[src/rtl/apb_pkg.sv]
// Shared types and constants for the APB master bridge: FSM state encoding,
// command/response payloads and wait-timer sizing.
package apb_pkg;

    localparam int unsigned APB_ADDR_W = 32;
    localparam int unsigned APB_DATA_W = 32;
    localparam int unsigned APB_STRB_W = APB_DATA_W / 8;

    typedef enum logic [1:0] {
        IDLE   = 2'd0,
        SETUP  = 2'd1,
        ACCESS = 2'd2,
        RESP   = 2'd3
    } apb_state_e;

    typedef struct packed {
        logic                  write;
        logic [APB_ADDR_W-1:0] addr;
        logic [APB_DATA_W-1:0] wdata;
        logic [APB_STRB_W-1:0] strb;
    } apb_cmd_t;

    typedef struct packed {
        logic [APB_DATA_W-1:0] rdata;
        logic                  err;
    } apb_rsp_t;

    // Counter must be able to represent TIMEOUT_CYCLES; a disabled timeout still needs one bit.
    function automatic int unsigned timer_width(input int unsigned timeout_cycles);
        return (timeout_cycles == 0) ? 1 : $clog2(timeout_cycles + 1);
    endfunction

endpackage

[src/rtl/apb_master_bridge_if.sv]
// Request/response channels plus APB bus signals of the bridge; master is the
// bridge side, slave is the side that issues commands and models the APB slave.
interface apb_master_bridge_if #(
    parameter int unsigned DATA_WIDTH = 32,
    parameter int unsigned ADDR_WIDTH = 32,
    parameter int unsigned NBYTES     = DATA_WIDTH / 8
);
    logic                  cmd_valid;
    logic                  cmd_ready;
    logic                  cmd_write;
    logic [ADDR_WIDTH-1:0] cmd_addr;
    logic [DATA_WIDTH-1:0] cmd_wdata;
    logic [NBYTES-1:0]     cmd_strb;

    logic                  rsp_valid;
    logic                  rsp_ready;
    logic [DATA_WIDTH-1:0] rsp_rdata;
    logic                  rsp_err;

    logic                  PSELx;
    logic                  PENABLE;
    logic [ADDR_WIDTH-1:0] PADDR;
    logic                  PWRITE;
    logic [DATA_WIDTH-1:0] PWDATA;
    logic [NBYTES-1:0]     PSTRB;
    logic [DATA_WIDTH-1:0] PRDATA;
    logic                  PREADY;

    modport master (
        input  cmd_valid, cmd_write, cmd_addr, cmd_wdata, cmd_strb, rsp_ready, PRDATA, PREADY,
        output cmd_ready, rsp_valid, rsp_rdata, rsp_err,
        output PSELx, PENABLE, PADDR, PWRITE, PWDATA, PSTRB
    );

    modport slave (
        output cmd_valid, cmd_write, cmd_addr, cmd_wdata, cmd_strb, rsp_ready, PRDATA, PREADY,
        input  cmd_ready, rsp_valid, rsp_rdata, rsp_err,
        input  PSELx, PENABLE, PADDR, PWRITE, PWDATA, PSTRB
    );

endinterface

[src/rtl/apb_wait_timer.sv]
// Saturating count of ACCESS cycles with PREADY low; expired_o flags that the
// current ACCESS cycle is the last one allowed before abort.
module apb_wait_timer
    import apb_pkg::*;
#(
    parameter int unsigned TIMEOUT_CYCLES = 16
) (
    input  logic clk_i,
    input  logic rst_i,
    input  logic clear_i,
    input  logic inc_i,
    output logic expired_o
);
    localparam int unsigned CNT_W   = timer_width(TIMEOUT_CYCLES);
    localparam int unsigned LIMIT   = (TIMEOUT_CYCLES == 0) ? 0 : TIMEOUT_CYCLES - 1;
    localparam logic        ENABLED = (TIMEOUT_CYCLES != 0);

    logic [CNT_W-1:0] count_q, count_d;
    logic             expired_q, expired_d;

    always_comb begin
        count_d = count_q;
        if (clear_i) begin
            count_d = '0;
        end else if (inc_i && (count_q != {CNT_W{1'b1}})) begin
            count_d = count_q + CNT_W'(1);
        end
        // Flag is precomputed from the next count so it is a clean register output.
        expired_d = ENABLED && (count_d == CNT_W'(LIMIT));
    end

    always_ff @(posedge clk_i) begin
        if (rst_i) begin
            count_q   <= '0;
            expired_q <= 1'b0;
        end else begin
            count_q   <= count_d;
            expired_q <= expired_d;
        end
    end

    assign expired_o = expired_q;

endmodule

[src/rtl/apb_master_bridge.sv]
// APB requester: one command at a time through SETUP/ACCESS with wait states
// and a bounded timeout, returning read data and status on a response channel.
module apb_master_bridge
    import apb_pkg::*;
#(
    parameter int unsigned DATA_WIDTH     = APB_DATA_W,
    parameter int unsigned ADDR_WIDTH     = APB_ADDR_W,
    parameter int unsigned NBYTES         = DATA_WIDTH / 8,
    parameter int unsigned TIMEOUT_CYCLES = 16
) (
    input  logic               PCLK,
    input  logic               PRESET,
    apb_master_bridge_if.master bus
);
    localparam logic [1:0] S_IDLE   = IDLE;
    localparam logic [1:0] S_SETUP  = SETUP;
    localparam logic [1:0] S_ACCESS = ACCESS;
    localparam logic [1:0] S_RESP   = RESP;

    logic [1:0] state_q, state_d;
    apb_cmd_t   cmd_q, cmd_d;
    apb_rsp_t   rsp_q, rsp_d;
    logic       psel_q, psel_d;
    logic       penable_q, penable_d;
    logic       rsp_valid_q, rsp_valid_d;

    logic       cmd_ready_c;
    logic       cmd_hs_c;
    logic       timer_clear_c;
    logic       timer_inc_c;
    logic       timer_expired;

    apb_wait_timer #(
        .TIMEOUT_CYCLES (TIMEOUT_CYCLES)
    ) u_wait_timer (
        .clk_i     (PCLK),
        .rst_i     (PRESET),
        .clear_i   (timer_clear_c),
        .inc_i     (timer_inc_c),
        .expired_o (timer_expired)
    );

    // Next-state, datapath capture and registered-output decode.
    always_comb begin
        state_d       = state_q;
        cmd_d         = cmd_q;
        rsp_d         = rsp_q;
        cmd_ready_c   = 1'b0;
        timer_clear_c = 1'b0;
        timer_inc_c   = 1'b0;

        case (state_q)
            S_IDLE: begin
                cmd_ready_c = 1'b1;
            end
            S_SETUP: begin
                state_d = S_ACCESS;
            end
            S_ACCESS: begin
                if (bus.PREADY) begin
                    state_d   = S_RESP;
                    rsp_d.err = 1'b0;
                    rsp_d.rdata = cmd_q.write ? '0 : APB_DATA_W'(bus.PRDATA);
                end else if (timer_expired) begin
                    state_d     = S_RESP;
                    rsp_d.err   = 1'b1;
                    rsp_d.rdata = '0;
                end else begin
                    timer_inc_c = 1'b1;
                end
            end
            S_RESP: begin
                if (bus.rsp_ready) begin
                    cmd_ready_c = 1'b1;
                    state_d     = S_IDLE;
                end
            end
            default: begin
                state_d = S_IDLE;
            end
        endcase

        cmd_hs_c = bus.cmd_valid && cmd_ready_c;

        // Reads leave PWDATA untouched and never assert strobes.
        if (cmd_hs_c) begin
            state_d       = S_SETUP;
            timer_clear_c = 1'b1;
            cmd_d.write   = bus.cmd_write;
            cmd_d.addr    = APB_ADDR_W'(bus.cmd_addr);
            cmd_d.strb    = bus.cmd_write ? APB_STRB_W'(bus.cmd_strb) : '0;
            if (bus.cmd_write) begin
                cmd_d.wdata = APB_DATA_W'(bus.cmd_wdata);
            end
        end

        psel_d      = (state_d == S_SETUP) || (state_d == S_ACCESS);
        penable_d   = (state_d == S_ACCESS);
        rsp_valid_d = (state_d == S_RESP);
    end

    always_ff @(posedge PCLK) begin
        if (PRESET) begin
            state_q     <= S_IDLE;
            cmd_q       <= '0;
            rsp_q       <= '0;
            psel_q      <= 1'b0;
            penable_q   <= 1'b0;
            rsp_valid_q <= 1'b0;
        end else begin
            state_q     <= state_d;
            cmd_q       <= cmd_d;
            rsp_q       <= rsp_d;
            psel_q      <= psel_d;
            penable_q   <= penable_d;
            rsp_valid_q <= rsp_valid_d;
        end
    end

    assign bus.cmd_ready = cmd_ready_c;
    assign bus.rsp_valid = rsp_valid_q;
    assign bus.rsp_rdata = DATA_WIDTH'(rsp_q.rdata);
    assign bus.rsp_err   = rsp_q.err;
    assign bus.PSELx     = psel_q;
    assign bus.PENABLE   = penable_q;
    assign bus.PADDR     = ADDR_WIDTH'(cmd_q.addr);
    assign bus.PWRITE    = cmd_q.write;
    assign bus.PWDATA    = DATA_WIDTH'(cmd_q.wdata);
    assign bus.PSTRB     = NBYTES'(cmd_q.strb);

endmodule

[src/flat_wrapper.sv]
// flat-port wrapper written by rule: the top's interface ports become plain ports
module apb_master_bridge_flat import apb_pkg::*;
#(
    parameter int unsigned DATA_WIDTH     = APB_DATA_W,
    parameter int unsigned ADDR_WIDTH     = APB_ADDR_W,
    parameter int unsigned NBYTES         = DATA_WIDTH / 8,
    parameter int unsigned TIMEOUT_CYCLES = 16
)
  (PCLK, PRESET, bus_cmd_valid, bus_cmd_write, bus_cmd_addr, bus_cmd_wdata, bus_cmd_strb, bus_rsp_ready, bus_PRDATA, bus_PREADY, bus_cmd_ready, bus_rsp_valid, bus_rsp_rdata, bus_rsp_err, bus_PSELx, bus_PENABLE, bus_PADDR, bus_PWRITE, bus_PWDATA, bus_PSTRB);
  apb_master_bridge_if #(.DATA_WIDTH(DATA_WIDTH), .ADDR_WIDTH(ADDR_WIDTH), .NBYTES(NBYTES)) bus_i ();
  input  logic PCLK;
  input  logic PRESET;
  input wire logic [$bits(bus_i.cmd_valid)-1:0] bus_cmd_valid;
  input wire logic [$bits(bus_i.cmd_write)-1:0] bus_cmd_write;
  input wire logic [$bits(bus_i.cmd_addr)-1:0] bus_cmd_addr;
  input wire logic [$bits(bus_i.cmd_wdata)-1:0] bus_cmd_wdata;
  input wire logic [$bits(bus_i.cmd_strb)-1:0] bus_cmd_strb;
  input wire logic [$bits(bus_i.rsp_ready)-1:0] bus_rsp_ready;
  input wire logic [$bits(bus_i.PRDATA)-1:0] bus_PRDATA;
  input wire logic [$bits(bus_i.PREADY)-1:0] bus_PREADY;
  output wire logic [$bits(bus_i.cmd_ready)-1:0] bus_cmd_ready;
  output wire logic [$bits(bus_i.rsp_valid)-1:0] bus_rsp_valid;
  output wire logic [$bits(bus_i.rsp_rdata)-1:0] bus_rsp_rdata;
  output wire logic [$bits(bus_i.rsp_err)-1:0] bus_rsp_err;
  output wire logic [$bits(bus_i.PSELx)-1:0] bus_PSELx;
  output wire logic [$bits(bus_i.PENABLE)-1:0] bus_PENABLE;
  output wire logic [$bits(bus_i.PADDR)-1:0] bus_PADDR;
  output wire logic [$bits(bus_i.PWRITE)-1:0] bus_PWRITE;
  output wire logic [$bits(bus_i.PWDATA)-1:0] bus_PWDATA;
  output wire logic [$bits(bus_i.PSTRB)-1:0] bus_PSTRB;
  assign bus_i.cmd_valid = bus_cmd_valid;
  assign bus_i.cmd_write = bus_cmd_write;
  assign bus_i.cmd_addr = bus_cmd_addr;
  assign bus_i.cmd_wdata = bus_cmd_wdata;
  assign bus_i.cmd_strb = bus_cmd_strb;
  assign bus_i.rsp_ready = bus_rsp_ready;
  assign bus_i.PRDATA = bus_PRDATA;
  assign bus_i.PREADY = bus_PREADY;
  assign bus_cmd_ready = bus_i.cmd_ready;
  assign bus_rsp_valid = bus_i.rsp_valid;
  assign bus_rsp_rdata = bus_i.rsp_rdata;
  assign bus_rsp_err = bus_i.rsp_err;
  assign bus_PSELx = bus_i.PSELx;
  assign bus_PENABLE = bus_i.PENABLE;
  assign bus_PADDR = bus_i.PADDR;
  assign bus_PWRITE = bus_i.PWRITE;
  assign bus_PWDATA = bus_i.PWDATA;
  assign bus_PSTRB = bus_i.PSTRB;
  apb_master_bridge #(.DATA_WIDTH(DATA_WIDTH), .ADDR_WIDTH(ADDR_WIDTH), .NBYTES(NBYTES), .TIMEOUT_CYCLES(TIMEOUT_CYCLES)) u_core (.PCLK(PCLK), .PRESET(PRESET), .bus(bus_i));
endmodule
[config.mk]
export PLATFORM = sky130hd
export DESIGN_NAME = apb_master_bridge_flat
export DESIGN_NICKNAME = d
export VERILOG_FILES = /design/src/rtl/apb_pkg.sv /design/src/rtl/apb_master_bridge_if.sv /design/src/rtl/apb_wait_timer.sv /design/src/rtl/apb_master_bridge.sv /design/src/flat_wrapper.sv
export SDC_FILE = /design/constraint.sdc
export NUM_CORES = 1
export LEC_CHECK = 0
export BUFFER_PORTS_ARGS = -buffer_cell sky130_fd_sc_hd__buf_2
export CELL_PAD_IN_SITES_DETAIL_PLACEMENT = 0
export CELL_PAD_IN_SITES_GLOBAL_PLACEMENT = 1
export CORE_UTILIZATION = 33
export DETAILED_ROUTE_END_ITERATION = 12
export PLACE_DENSITY_LB_ADDON = 0.3
export SLEW_MARGIN = 25
export SYNTH_ARGS = -nofsm -noshare
export SYNTH_HDL_FRONTEND = slang
export SYNTH_HIERARCHICAL = 1
export SYNTH_SLANG_ARGS = --single-unit
export TNS_END_PERCENT = 100
[constraint.sdc]
create_clock -name PCLK -period 2.7 [get_ports PCLK]
set_input_delay 0.135 -clock PCLK [delete_from_list [all_inputs] [get_ports PCLK]]
set_output_delay 0.135 -clock PCLK [all_outputs]
set_load 0.01 [all_outputs]
# --- After elaboration in Yosys (flattened, before gate mapping) ---
# Cells that the tools add are included.
op_classes:
  n_addsub: 1
  n_eq_ne: 8
  n_reduce_logical: 7
  muxes: 17
op_table:
  columns: ["operator", "n"]
  rows:
  - ["2-to-1 mux 33 bit", 2]
  - ["2-to-1 mux 32 bit", 1]
  - ["2-to-1 mux 5 bit", 2]
  - ["== test 2 bit (second input constant)", 4]
  - ["2-to-1 mux 2 bit", 4]
  - ["one-hot mux 2 bit (3 select lines)", 1]
  - ["adder 5 x 1 -> 5 bit (second input constant)", 1]
  - ["== test 5 x 4 -> 1 bit (second input constant)", 1]
  - ["2-to-1 mux 1 bit", 5]
  - ["inequality test 5 bit (second input constant)", 1]
  - ["== test 2 x 1 -> 1 bit (second input constant)", 2]
  - ["2-to-1 mux 4 bit", 1]
  - ["AND reduction 2 bit", 2]
  - ["logical AND 1 bit", 2]
  - ["logical NOT 2 bit", 1]
  - ["one-hot mux 1 bit (2 select lines)", 1]
  - ["nonzero test 2 bit", 1]
  - ["logical OR 1 bit", 1]
word_totals:
  out_inout_bits: 106
  word_cells: 45
  reg_bits: 113
  input_bits: 106

# --- Longest topological paths before layout ---
depth:
  word_depth: 7
  ltp_mapped: 8
  mapped_depth_nobuf: 7

# --- Cells and area by module ---
# Netlist, hierarchy kept.
by_module_without_submodules:
  columns: ["module", "area_per_inst_um2", "cells_per_inst", "seq_area_each_um2", "instances"]
  rows:
  - ["apb_master_bridge", 4302.9, 500, 2142.1, 1]
  - ["apb_wait_timer", 324.1, 36, 120.1, 1]

# --- Least setup slack after synthesis ---
# OpenSTA, ideal clock, no wires.
synth_timing:
  path_kind: "reg2reg"
  start: "reg u_core.state_q[1]"
  end: "reg u_core.u_wait_timer.expired_q, in the netlist u_core/u_wait_timer/expired_o"
  required_time_ps: 2609
  period_less_slack_ps: 1862
  arrival_time_ps: 1771
  path_stages_with_launch: 6
  path_buffers: 0
  setup_ps: 91
  setup_slack_ps: 838
  cell_sequence: "dfxtp_1 -> ha_1 -> nor3b_1 -> nand4b_1 -> or4_1 -> a311oi_1"
synth_between:
  elab_chain_cells: 6
  elab_cells_between_ends: 11
  cone_classes: "eq/ne (3); mux (5); reduce/logical (3)"
synth_rtl:
  columns: ["item", "line", "text"]
  rows:
  - ["start, declared", "apb_master_bridge.sv:20", "logic [1:0] state_q, state_d;"]
  - ["start signal, assigned", "apb_master_bridge.sv:111", "state_q <= state_d;"]
  - ["== test 2 bit", "apb_master_bridge.sv:52", "case (state_q)"]
  - ["2-to-1 mux 1 bit", "apb_master_bridge.sv:52", null]
  - ["net u_core.timer_inc_c", "apb_master_bridge.sv:30", "logic timer_inc_c;"]
  - ["logical AND 1 bit", "apb_wait_timer.sv:25", "end else if (inc_i && (count_q != {CNT_W{1'b1}})) begin"]
  - ["2-to-1 mux 5 bit", "apb_wait_timer.sv:25", null]
  - ["2-to-1 mux 5 bit", "apb_wait_timer.sv:23", "if (clear_i) begin"]
  - ["== test 5 x 4 -> 1 bit", "apb_wait_timer.sv:29", "expired_d = ENABLED && (count_d == CNT_W'(LIMIT));"]
  - ["end signal, assigned", "apb_wait_timer.sv:38", "expired_q <= expired_d;"]
  - ["end, declared", "apb_wait_timer.sv:19", "logic expired_q, expired_d;"]
# The timed path passes the listed nets, and every way through them passes these cells.
# A chain may end at the register's enable or synchronous reset.

# --- Worst setup path in the final report ---
# Same ends and word-level chain as after synthesis.

==> results.sh <==
export IMPL_ys_warn_count=6
export IMPL_setup_violations=0
export IMPL_syn_to_final_growth_pct=57.7
export IMPL_crit_required_ns=3.02
export IMPL_h_tree_depth=4
export IMPL_clock_root_buffer="clkbuf_16"
export IMPL_p_leak_nw=3.22
export IMPL_end_kind="register"
export IMPL_synthArstFlopShare_pct=0
export IMPL_core_sq_um=13500
export IMPL_nets=937
export IMPL_final_common_cell="buf_2"
export IMPL_fill_cells=1243
export IMPL_die_height_um=120
export IMPL_place_hpwl_um=8920
export IMPL_arrival_ns=2.52
export IMPL_synthCells=536
export IMPL_synthFlopType="dfxtp_1"
export IMPL_io_pins=212
export IMPL_grt_pass1_wl_um=22800
export IMPL_fin_setup_tns_ns=0
export IMPL_critPathMaxFanout=7
export IMPL_clk_latency_ns=0.41
export IMPL_diodes=0
export IMPL_finalHoldViolations=0
export IMPL_io_buffers=211
export IMPL_grt_usage_pct=19.9
export IMPL_die_area_sq_um=14500
export IMPL_drtIter0Drc=220
export IMPL_utilization_pct=54.2
export IMPL_yosysSeqAreaShare_pct=48.9
export IMPL_min_period_ns=2.20
export IMPL_start_util_pct=34.4
export IMPL_hold_path_class="input pin to register"
export IMPL_path_cells="ha_1, nor3b_1, nand4b_1, or4_1, a311oi_1"
export IMPL_cp_slowest_stage_delay_ns=0.44
export IMPL_gr_total_overflow=0
export IMPL_dr_total_vias=4962
export IMPL_drive_above_1_share_pct=30.9
export IMPL_viasPerCell=4.91
export IMPL_maxCapViolCount=0
export IMPL_finClkSkew_ns=0.0140
export IMPL_fin_crit_sh_pct=81.4
export IMPL_wl_per_cell_um=14.3
export IMPL_cts_made_buffers=17
export IMPL_synth_area_sq_um=4630
export IMPL_clockBufferDepth=2
export IMPL_cts_tree="built"
export IMPL_finalWirelength_um=14500
export IMPL_synth_seq_cells=113
export IMPL_syn_nets=650
export IMPL_ant_nets=0
export IMPL_crit_type="register to register"
export IMPL_fmax_ghz=0.455
export IMPL_place_gp_congestion=0.816
export IMPL_antenna_found_initial=1
export IMPL_final_cell_mix="211 x buf_2, 113 x dfxtp_1, 105 x a21oi_1"
export IMPL_grt_pass1_vias=4809
export IMPL_grt_start_max_net_pins=61
export IMPL_synth_edf_count=0
export IMPL_fp_row_count=42
export IMPL_maxSlewViolCount=0
export IMPL_relSlewSlack_pct=35.0
export IMPL_cp_start_kind="register"
export IMPL_path_clk_slew_ns=0.05
export IMPL_max_slew_worst_pin_slew_ns=0.969
export IMPL_peakVddDrop_mv=0.556
export IMPL_rsz0062_at_grt="no"
export IMPL_drc=0
export IMPL_syn_avg_cell_area_sq_um=8.63
export IMPL_synth_cell_types=43
export IMPL_status="complete, no violations"
export IMPL_drt_pass1_iter_count=4
export IMPL_die_x_um=120
export IMPL_clkSinkCount=113
export IMPL_p_per_area_nw_per_um2=827
export IMPL_r2r_slack_ns=0.50
export IMPL_slowest_stage="or4_1"
==> worst max-delay path, delay by kind of cell, from the launching register on <==
family	cells	cell delay, ns
adder cells (fa/ha/maj)	1	0.35
AND/OR/NAND/NOR	3	1.07
AO/OA/AOI/OAI	1	0.26
flip-flops	1	0.43
==> cell families (layout without fill, tap and decap cells) <==
| logic type | count (synthesis) | in the layout | share of synthesized area (%) |
|---|---|---|---|
| DFF | 113 | 113 | 48.9 |
| muxes | 2 | 2 | 0.433 |
| adders and majority gates | 8 | 8 | 2.16 |
| AOI/OAI and AO/OA | 190 | 190 | 23.9 |
| buffers and inverters | 60 | 358 | 6.11 |
| xor gates and xnor gates | 2 | 2 | 0.379 |
| and+or+nand+nor | 161 | 161 | 18.1 |
==> path summary, 6_finish.rpt <==
check | start | to | cells after the start
min reg2reg | u_core/bus.rsp_rdata[27] | u_core/bus.rsp_rdata[27] | 2
min | bus_cmd_write | u_core/bus.PSTRB[1] | 3
max | u_core/state_q[1] | u_core/u_wait_timer/expired_o | 5
max reg2reg | u_core/state_q[1] | u_core/u_wait_timer/expired_o | 5
==> synth_stat cells, types with 2 or more instances <==
master | count | share of area, %
buf_1 | 3 | 0.24
o21ai_0 | 29 | 3.1
mux2i_1 | 2 | 0.43
o21a_1 | 2 | 0.32
inv_1 | 4 | 0.32
nand4_1 | 4 | 0.54
buf_6 | 5 | 1.2
ha_1 | 8 | 2.2
a211oi_1 | 3 | 0.49
nor2b_1 | 3 | 0.41
o21ai_1 | 10 | 1.1
clkbuf_1 | 31 | 2.5
nand2_1 | 34 | 2.8
dfxtp_1 | 113 | 49
a21oi_1 | 106 | 11
nand3_1 | 65 | 7.0
a31o_1 | 32 | 6.1
nand2b_1 | 34 | 4.6
nor2_1 | 9 | 0.73
buf_2 | 16 | 1.7
==> sequential cells by signal, indices dropped and copies added, names as in the netlist <==
name and flops:
u_core/bus.PWDATA 32, u_core/state_q 2, u_core/bus.PWRITE 1, u_core/u_wait_timer/count_q 5, u_core/bus.PSTRB 4, u_core/bus.rsp_rdata 32
u_core/bus.PENABLE 1, u_core/u_wait_timer/expired_o 1, u_core/bus.PADDR 32, u_core/bus.rsp_valid 1, u_core/bus.PSELx 1, u_core/bus.rsp_err 1
==> per-stage QoR <==
step	std cells	instance area (sq um)	hold slack, ns	power (W)	setup slack (ns)
finish	1010	7290	0.0654	0.00603	0.501
global route	1010	7290	0.0504	0.00640	0.300
CTS	1009	7280	0.00209	0.00609	0.507
detailed placement	879	5750	0.355	0.00393	0.536
global placement	879	5750	0.351	0.00389	0.669
floorplan	536	4630	0.231	0.00331	0.838
==> cell type report <==
| class | instances | area (sq um) | share of cell area (%) |
|---|---|---|---|
| Sequential cell | 113 | 2260 | 31.0 |
| Timing Repair Buffer | 323 | 2160 | 29.6 |
| Multi-Input combinational cell | 363 | 2090 | 28.7 |
| Clock buffer | 23 | 478 | 6.55 |
| Tap cell | 176 | 220 | 3.02 |
| Clock inverter | 7 | 60.1 | 0.823 |
| Inverter | 5 | 18.8 | 0.257 |
==> per-layer routing <==
layer	track usage, %	wire (um)
met1	22.7	6070
met4	8.64	298
met3	6.42	1010
met2	33.8	7070
met5	0	10
==> where the power goes <==
part,switching [W],internal (W),total [W]
logic,0.00124,0.000735,0.00197
registers,0.000124,0.00192,0.00205
clock network,0.000700,0.00131,0.00201
total,0.00206,0.00397,0.00603
==> repair_timing <==
item	in CTS	in global routing
resized for setup	0	0
hold buffers	100	1
setup buffers	0	0
endpoints found under the setup margin	0	0
endpoints found under the hold margin	100	1
(Power assumes the default switching activity.)
